[config.mk]
export PLATFORM = sky130hd
export DESIGN_NAME = fetch_unit
export DESIGN_NICKNAME = d
export VERILOG_FILES = /design/src/rtl/fetch_unit.sv
export SDC_FILE = /design/constraint.sdc
export NUM_CORES = 1
export LEC_CHECK = 0
export ABC_AREA = 1
export BUFFER_PORTS_ARGS = -buffer_cell sky130_fd_sc_hd__buf_4
export CORE_MARGIN = 8
export CORE_UTILIZATION = 54
export CTS_BUF_LIST = sky130_fd_sc_hd__clkbuf_8
export DETAILED_ROUTE_END_ITERATION = 10
export GPL_ROUTABILITY_DRIVEN = 0
export GPL_TIMING_DRIVEN = 0
export MAX_ROUTING_LAYER = met4
export PLACE_DENSITY = 0.89
export SLEW_MARGIN = 40
export SYNTH_ARGS = -nofsm -noshare
export SYNTH_HDL_FRONTEND = slang
export SYNTH_SLANG_ARGS = --single-unit
[constraint.sdc]
create_clock -name clk -period 3.55 [get_ports clk]
set_input_delay 0.71 -clock clk [delete_from_list [all_inputs] [get_ports clk]]
set_output_delay 0.71 -clock clk [all_outputs]
set_load 0.01 [all_outputs]
[src/rtl/fetch_unit.sv]
// fetch_unit: instruction fetch stage feeding control_unit.
// Holds the program counter, reads one instruction per fetch from an
// instruction memory with active-low chip-select/output-enable strobes, and
// latches it into an instruction register. Downstream consumes it with
// n_stall=1 and can redirect the next fetch with branch_taken/branch_target.
// A memory that stays not-ready for MAX_WAIT consecutive fetch cycles parks
// the unit in a sticky FAULT state that only reset leaves.

module fetch_unit #(
    parameter int                ADDR_W   = 8,
    parameter int                INSTR_W  = 16,
    parameter logic [ADDR_W-1:0] RESET_PC = '0,
    parameter int                MAX_WAIT = 15
) (
    input  logic               clk,
    input  logic               n_rst,
    input  logic               n_stall,
    input  logic               branch_taken,
    input  logic [ADDR_W-1:0]  branch_target,
    output logic [ADDR_W-1:0]  imem_addr,
    output logic               n_imem_cs,
    output logic               n_imem_oe,
    input  logic [INSTR_W-1:0] imem_data,
    input  logic               imem_ready,
    output logic [INSTR_W-1:0] instr,
    output logic [3:0]         opCode,
    output logic               instr_valid,
    output logic [ADDR_W-1:0]  pc,
    output logic               fault
);

    // Wide enough to hold the value MAX_WAIT itself.
    localparam int CNT_W = $clog2(MAX_WAIT + 1);

    typedef enum logic [1:0] {
        S_IDLE  = 2'd0,
        S_FETCH = 2'd1,
        S_VALID = 2'd2,
        S_FAULT = 2'd3
    } state_t;

    // Architectural state.
    state_t             state_q;
    logic [ADDR_W-1:0]  fetch_addr_q;
    logic [INSTR_W-1:0] instr_q;
    logic [ADDR_W-1:0]  pc_q;
    logic [CNT_W-1:0]   wait_cnt_q;

    // Output flops. The strobes, valid and fault are written alongside the
    // state, so they always equal a decode of the registered state and never
    // glitch the way a combinational decode of two state bits could.
    logic n_cs_q;
    logic n_oe_q;
    logic valid_q;
    logic fault_q;

    // Next-value helpers used by the state machine.
    logic [CNT_W-1:0]  wait_cnt_d;
    logic              timeout_d;
    logic [ADDR_W-1:0] seq_addr_d;
    logic [ADDR_W-1:0] next_addr_d;

    // One more not-ready sample; reaching MAX_WAIT means the memory timed out.
    assign wait_cnt_d = wait_cnt_q + CNT_W'(1);
    assign timeout_d  = (wait_cnt_d == CNT_W'(MAX_WAIT));

    // Sequential successor wraps naturally modulo 2^ADDR_W.
    assign seq_addr_d  = pc_q + ADDR_W'(1);
    assign next_addr_d = branch_taken ? branch_target : seq_addr_d;

    // Control FSM with registered outputs; synchronous active-low reset.
    always_ff @(posedge clk) begin
        // NOTE: every assignment to state in this clocked block is
        // non-blocking so that all registers see the pre-edge values of each
        // other; blocking here would make the outcome depend on statement order.
        if (!n_rst) begin
            state_q      <= S_IDLE;
            fetch_addr_q <= RESET_PC;
            pc_q         <= RESET_PC;
            instr_q      <= '0;
            wait_cnt_q   <= '0;
            n_cs_q       <= 1'b1;
            n_oe_q       <= 1'b1;
            valid_q      <= 1'b0;
            fault_q      <= 1'b0;
        end else begin
            unique case (state_q)
                S_IDLE: begin
                    // Start the first fetch; strobes go low with FETCH.
                    state_q    <= S_FETCH;
                    wait_cnt_q <= '0;
                    n_cs_q     <= 1'b0;
                    n_oe_q     <= 1'b0;
                end

                S_FETCH: begin
                    if (imem_ready) begin
                        // Capture wins over a simultaneous timeout.
                        instr_q <= imem_data;
                        pc_q    <= fetch_addr_q;
                        state_q <= S_VALID;
                        valid_q <= 1'b1;
                        n_cs_q  <= 1'b1;
                        n_oe_q  <= 1'b1;
                    end else begin
                        wait_cnt_q <= wait_cnt_d;
                        if (timeout_d) begin
                            state_q <= S_FAULT;
                            fault_q <= 1'b1;
                            n_cs_q  <= 1'b1;
                            n_oe_q  <= 1'b1;
                        end
                    end
                end

                S_VALID: begin
                    // Stalled: hold everything and ignore the branch inputs.
                    if (n_stall) begin
                        fetch_addr_q <= next_addr_d;
                        wait_cnt_q   <= '0;
                        state_q      <= S_FETCH;
                        valid_q      <= 1'b0;
                        n_cs_q       <= 1'b0;
                        n_oe_q       <= 1'b0;
                    end
                end

                S_FAULT: begin
                    // Sticky until reset; instr and pc stay frozen.
                    state_q <= S_FAULT;
                end

                default: begin
                    state_q <= S_IDLE;
                    n_cs_q  <= 1'b1;
                    n_oe_q  <= 1'b1;
                    valid_q <= 1'b0;
                end
            endcase
        end
    end

    assign imem_addr   = fetch_addr_q;
    assign n_imem_cs   = n_cs_q;
    assign n_imem_oe   = n_oe_q;
    assign instr       = instr_q;
    assign instr_valid = valid_q;
    assign pc          = pc_q;
    assign fault       = fault_q;

    // opCode is bits [15:12] of the instruction register, so it only moves
    // when instr is captured or reset. Narrower instructions use their top
    // nibble.
    if (INSTR_W >= 16) begin : g_opcode_wide
        assign opCode = instr_q[15:12];
    end else begin : g_opcode_narrow
        assign opCode = instr_q[INSTR_W-1 -: 4];
    end

endmodule
# Yosys cells after proc, flatten, opt, wreduce, memory -nomap -nowiden
# Cells that the tools add are included.
# classes
addsub	2
eq_ne	8
n_mux	14
bitwise_logic	1
n_reduce_logical	10
# op_table
cell	count
$pmux W4 S3	1
$reduce_and A3 Y1	4
$add A8 B1 Y8 const B	1
$mux W4	2
$mux W8	1
$pmux W2 S4	1
$mux W2	3
$ne A2 B2 Y1 const B	3
$reduce_and A2 Y1	3
$add A4 B1 Y4 const B	1
$eq A2 B2 Y1 const B	2
$eq A4 B4 Y1 const B	1
$mux W1	4
$ne A3 B3 Y1 const B	1
$pmux W1 S3	1
$reduce_bool A3 Y1	1
$eq A2 B1 Y1 const B	1
$logic_not A2 Y1	1
$pmux W1 S2	1
$reduce_bool A2 Y1	1
$not A1 Y1	1
# word_totals
register_bits	41
in_bits	29
output_inout_bits	40
elab_cells	43

# Logic depth before layout (Yosys ltp)
# Gate-level depths: netlist of run 1.
# depth
depth_word	5
depth_mapped	10
mapped_depth_nobuf	10

# Worst setup path after synthesis of run 1
# OpenSTA, ideal clock, no wires.
# synth_timing
kind	in2reg
from	input port branch_taken
to	register fetch_addr_q[6], in the netlist imem_addr[6]
arrival_ns	1.291
t_required_ns	3.430
path_slack_ns	2.140
cell_stages	6
n_path_buf	1
path_cell_list	buf_2 -> clkinv_1 -> nor2_1 -> nor2_1 -> nand2_1 -> a21oi_1
# synth_via
elab_chain_len	1
# synth_rtl
element	line	rtl
from (decl)	18	input logic branch_taken,
$mux W8	69	assign next_addr_d = branch_taken ? branch_target : seq_addr_d;
to (signal assigned)	119	fetch_addr_q <= next_addr_d;
to (decl)	44	logic [ADDR_W-1:0] fetch_addr_q;
# Every way passes these cells.
# A chain may end at the register's enable or synchronous reset.

# Worst setup path after layout of run 1
# layout_timing
from	register pc_q[2], in the netlist pc[2]
to	output port pc[2]
# layout_lines
element	line	rtl
from (decl)	46	logic [ADDR_W-1:0] pc_q;
from (signal assigned)	100	pc_q <= fetch_addr_q;
to (decl)	28	output logic [ADDR_W-1:0] pc,
# No word-level cell between the ends.

==> key figures, run 1 <==
Die
  • Initial Util: 55.2%
  • Die area: 0.00546 sq mm
  • Die Ht: roughly 74 um
  • Row count: 21
  • # IOs: 69
  • Core area: 0.00328 sq mm
  • Die width: around 74 um

STA
  • Worst slew pin tran: 0.450 ns
  • Final hold violations: 0
  • Crit path time final: 1.61 ns
  • Max-slew headroom: 70.0%
  • Setup TNS: 0 ns
  • Final Cycle Share: 45.3%
  • Peak Freq: 0.623 GHz
  • Final worst slack: approximately 2 ns
  • Final setup skew: 0.00494 ns
  • Setup violators final: 0
  • RSZ-0062 raised after global routing: no
  • Slew Viols, Final: 0

Logic synthesis
  • Cell count after synthesis: 246
  • Seq/Total Area, Yosys: 45.3%
  • Post-synth ARST share: 0%
  • Number of synthesized flops with an enable pin: 0
  • Yosys reg bits: 41
  • Main synth FF type: dfxtp_1
  • Yosys warning total: 0
  • Cell variety after synth: 25
  • Post-Syn Area: about 0.0018 sq mm
  • Mapped Nets: 278
  • Avg Cell Area, Syn: approximately 7.4 sq um

Power
  • Pwr dens: ~420 mW/mm^2
  • Worst VDD drop: roughly 0.00024 V
  • Leakage power: 1.18 nW

Place
  • Port Buf Inserts: 67
  • Post-DP HPWL: 3.54 mm
  • Pre-CTS setup slack: 1.88 ns

Final layout
  • Filler Cells Inserted: 280
  • Register area: 821 sq um
  • Share of cells above drive strength 1: about 29%
  • N_diodes: 0
  • Multi-input gate area: 791 sq um
  • Final net count: 352
  • Syn-to-layout area delta: 36.5%

Clock tree
  • Later-pin clock latency in the skew report: 0.29 ns
  • CTS resizes: 0
  • Clock sinks: 41
  • Root Buffer: clkbuf_8
  • Inserted Clock Buffers: 5
  • Clock Tree Buf Depth: 2
  • # Post-CTS Setup Buffers: 0
  • CTS tree: yes
  • Hold-fix buffers, CTS: 0
  • CTS clk-pin slew, worst paths: 0.07 ns
  • Max H-tree Level: 2

Detailed routing
  • Drt first pass iters: 4
  • Detailed Route Iter0 Violations: ~150
  • Via count: 1,837
  • Drt drc: 0
  • Routed len/inst: 12.6 um
  • Post-DR vias/cell: approximately 5
  • DRT antenna net count: 0
  • Routed Wire Length: approximately 4.6 mm

Setup path
  • Buf/Inv on CP: 1
  • Critical Path AT: 0.90 ns
  • CP Launch Type: register
  • Largest stage delay on the critical path: 0.44 ns
  • WP data required: around 2.8 ns
  • Critical path cell sequence: buf_4
  • Setup crit end kind: output pin
  • CP max stage cell: dfxtp_1
  • Top fanout value on the critical path: 7
  • Family with the most delay on the worst path: flip-flops
  • CP Class: register to output pin

GRT
  • First-pass GRT wire length: ~7.4 mm
  • Gr ovfl total: 0
  • Total GRT Usage: 17.6%
  • Initial antenna violation count: 0
  • Largest net degree at the start of global routing: 13
  • Vias in the first global route: 1,700

Job
  • Max_cap viols: 0

Run status
  • Status: complete, no violations

Min path
  • Hold crit path type: register to register
final timing paths:
| path | end | cells past startpoint | slack (ns) | from |
|---|---|---|---|---|
| max | pc[2] | 1 | 1.94 | pc[2]$_SDFFE_PN0P_ |
| min reg2reg | fault$_SDFFE_PN0P_ | 2 | 0.45 | fault$_SDFFE_PN0P_ |
| min | fault$_SDFFE_PN0P_ | 2 | 0.45 | fault$_SDFFE_PN0P_ |
| max reg2reg | imem_addr[2]$_SDFFE_PN0P_ | 5 | 2.21 | state_q[1]$_SDFFE_PN0P_ |
where the power goes:
part	switching (mW)	internal [mW]	leakage [nW]	total, mW
Combinational	0.0993	0.0957	0.793	0.195
Sequential	0.0261	0.492	0.336	0.518
Clock	0.154	0.176	0.0542	0.330
sequential cells by signal, summed over array words and instances (netlist names):
register and cells:
fault 1, imem_addr 8, instr 16, instr_valid 1
n_imem_oe 1, pc 8, state_q 2, wait_cnt_q 4
synthesized netlist by cell type, types with 3 or more instances:
cell type  number  area, sq um
buf_4           6         45.0
ha_1            3         37.5
nand3_1        11         55.1
o21ai_0        35          175
clkbuf_1        3         11.3
dfxtp_1        41          821
nor2_1         47          176
buf_6           3         33.8
inv_1          21         78.8
a21oi_1        25          125
o21ai_1         3         15.0
nand2_1        30          113
stage by stage:
step	utilization (%)	total power, mW	std cells	cell area [sq um]	hold slack [ns]
floorplan	-	0.629	246	1810	0.470
global placement	72.2	0.719	359	2370	0.440
detailed placement	72.2	0.724	359	2370	0.449
CTS	75.3	1.05	367	2470	0.460
global route	75.3	1.09	367	2470	0.496
finish	75.3	1.04	367	2470	0.454
kinds of logic after synthesis:
family / Yosys count / share of synthesized area (%)
simple gates: 94 / 22.1
compound gates: 68 / 19.5
flops: 41 / 45.3
buf+inv: 40 / 11.0
fa+ha+maj: 3 / 2.07
routing by layer:
metal | part of all wire, % | track usage [%] | vias to the layer above
met5 | 0 | - | -
met4 | 1.4 | 6.87 | 0
met3 | 7.1 | 5.46 | 8
met2 | 48 | 28.1 | 71
met1 | 43 | 20.0 | 815
li1 | - | - | 943
cells in the final DEF (no fill, tap or decap), drive strengths merged:
cell type	instances
buf	77
nor2	48
dfxtp	41
o21ai	40
nand2	31
a21oi	25
inv	24
nand3	11
clkbuf	11
ha	3
clkinv	3
nand4	2
a31oi	2
nor3	2
a211oi	1
final cells by class:
cell class / count / share of cell area (%)
clock buffers: 7 / 3.89
flip-flops and latches: 41 / 33.2
well taps: 46 / 2.33
plain buffers: 14 / 4.05
multi-input cells: 165 / 32.0
inverters: 26 / 4.05
clock inverters: 1 / 0.202
repair buffers: 67 / 20.3
Power figures use the tool's default switching activity.
==> inputs of run 2 (changes only) <==
CORE_UTILIZATION = 50   (was 54)
PLACE_DENSITY = 0.83   (was 0.89)
clock period = 1.67 ns   (was 3.55 ns; I/O delays follow)
==> key figures, run 2 (synthesized netlist as in run 1, its figures left out) <==
Run status
  • Status: complete, no violations

Clock tree
  • Max H-tree Level: 2 (unchanged)
  • Inserted Clock Buffers: 5 (unchanged)
  • Clock sinks: 41 (unchanged)
  • Clock Tree Buf Depth: 2 (unchanged)
  • Hold-fix buffers, CTS: 0 (unchanged)
  • CTS clk-pin slew, worst paths: 0.08 ns (about the same)
  • Root Buffer: clkbuf_8
  • CTS tree: yes
  • Later-pin clock latency in the skew report: 0.30 ns (about the same)
  • CTS resizes: 0 (unchanged)
  • # Post-CTS Setup Buffers: 0 (unchanged)

Detailed routing
  • Post-DR vias/cell: 5.03 (+0.43%)
  • Detailed Route Iter0 Violations: 169 (+11%)
  • Routed len/inst: 13.2 um (+5.1%)
  • Routed Wire Length: 4.87 mm (+5.7%)
  • Via count: 1,855 (+0.98%)
  • DRT antenna net count: 0 (unchanged)
  • Drt first pass iters: 4 (unchanged)
  • Drt drc: 0 (unchanged)

Setup path
  • R2r endpoint: pc[4]$_SDFFE_PN0P_
  • WP data required: 1.86 ns (-0.98 ns)
  • CP Launch Type: register
  • RR Startpoint: state_q[0]$_SDFFE_PN0P_
  • Worst Reg2Reg Path Length in Cells: 7 (+2)
  • Setup crit end kind: register
  • CP Class: register to register
  • Worst reg-to-reg setup slack: 0.30 ns (-1.91 ns)
  • Critical Path AT: 1.56 ns (+0.66 ns)
  • Top fanout value on the critical path: 10 (+3)

STA
  • Final Cycle Share: 82.0%
  • Crit path time final: 1.37 ns
  • Peak Freq: 0.731 GHz
  • RSZ-0062 raised after global routing: no
  • Final setup skew: 0.00898 ns (+0.00405 ns)
  • Slew Viols, Final: 0 (unchanged)
  • Final hold violations: 0 (unchanged)
  • Setup violators final: 0 (unchanged)
  • Setup TNS: 0 ns (unchanged)
  • Max-slew headroom: 71.7% (+1.7 points)
  • Worst slew pin tran: 0.424 ns (-0.0253 ns)

Min path
  • HP Start: imem_data[10]
  • Worst hold stages: 3 (+1)
  • Hold crit path type: input pin to register
  • Hold Crit Endpoint: instr[10]$_SDFFE_PN0P_

Die
  • Initial Util: 50.6% (-4.5 points)
  • Row count: 22 (+4.8%)
  • Core area: 0.00358 sq mm (+9.0%)
  • Die width: 76.2 um (+3.1%)
  • Die area: 0.00581 sq mm (+6.2%)
  • # IOs: 69 (unchanged)
  • Die Ht: 76.2 um (+3.1%)

GRT
  • Largest net degree at the start of global routing: 13 (unchanged)
  • Total GRT Usage: 17.3% (-0.32 points)
  • First-pass GRT wire length: 8.18 mm (+10%)
  • Vias in the first global route: 1,832 (+7.8%)
  • Gr ovfl total: 0 (unchanged)
  • Initial antenna violation count: 0 (unchanged)

Place
  • Port Buf Inserts: 67 (unchanged)
  • Post-DP HPWL: 3.66 mm (+3.5%)

Power
  • Pwr dens: 871 mW/mm^2 (+110%)
  • Worst VDD drop: 0.000673 V (+180%)
  • Leakage power: 1.18 nW (-0.44%)

Final layout
  • Largest register FFs: 16 (unchanged)
  • Syn-to-layout area delta: 35.6%
  • Share of cells above drive strength 1: 29.0% (-0.31 points)
  • Most frequent cells in the layout: buf_4, nor2_1, dfxtp_1
  • Final net count: 352 (unchanged)
  • Final core utilization: 68.7% (-6.6 points)
  • Commonest non-fill, non-tap cell in the layout: buf_4
  • N_diodes: 0 (unchanged)

Job
  • Max_cap viols: 0 (unchanged)
run 2: layout make-up:
type	instances	area [sq um]
fillers	350	1120
flip-flops and latches	41	821
multi-input cells	165	791
repair buffers	67	503
plain buffers	14	100
inverters	26	100
clock buffers	5	68.8
well taps	48	60.1
clock inverters	3	13.8
run 2: worst max path at each step:
| stage | slack, ns | endpoint | start | cells past startpoint |
|---|---|---|---|---|
| 2_1_floorplan | 0.49 | pc[3]$_SDFFE_PN0P_ | state_q[0]$_SDFFE_PN0P_ | 7 |
| 3_3_place_gp | 0.37 | imem_addr[2]$_SDFFE_PN0P_ | n_stall | 6 |
| 3_5_place_dp | 0.31 | pc[4]$_SDFFE_PN0P_ | state_q[0]$_SDFFE_PN0P_ | 7 |
| 4_1_cts | 0.30 | pc[4]$_SDFFE_PN0P_ | state_q[0]$_SDFFE_PN0P_ | 7 |
| 5_1_grt | 0.16 | n_imem_oe$_SDFFE_PN1P_ | wait_cnt_q[1]$_SDFFE_PN0P_ | 10 |
| 6_report | 0.30 | pc[4]$_SDFFE_PN0P_ | state_q[0]$_SDFFE_PN0P_ | 7 |
run 2: critical path: stages, from the launching register on:
cell and delay, ns:
dfxtp_1 0.50, nand2_4 0.12, nor2_4 0.11, buf_6 0.14, inv_4 0.05, buf_6 0.14, o21ai_1 0.16, a21oi_1 0.06
run 2: metrics by stage:
step	area [sq um]	std cells	hold WS [ns]	setup WS [ns]	power, mW
2_1_floorplan	1810	246	0.469	0.488	1.34
3_3_place_gp	2370	361	0.439	0.372	1.53
3_5_place_dp	2370	361	0.448	0.313	1.54
4_1_cts	2460	369	0.254	0.300	2.16
5_1_grt	2460	369	0.250	0.155	2.26
6_report	2460	369	0.255	0.301	2.14
run 2: routing by layer:
metal	part of all wire [%]	vias to the layer above	track usage, %	routed length [um]
li1	-	941	-	-
met1	44	836	19.2	2150
met2	47	67	28.4	2300
met3	7.0	11	5.90	341
met4	1.7	0	5.77	82
met5	0	-	-	0
run 2: report_power, final:
group | switching (mW) | internal [mW]
clock | 0.336 | 0.284
combinational | 0.213 | 0.203
sequential | 0.0571 | 1.05
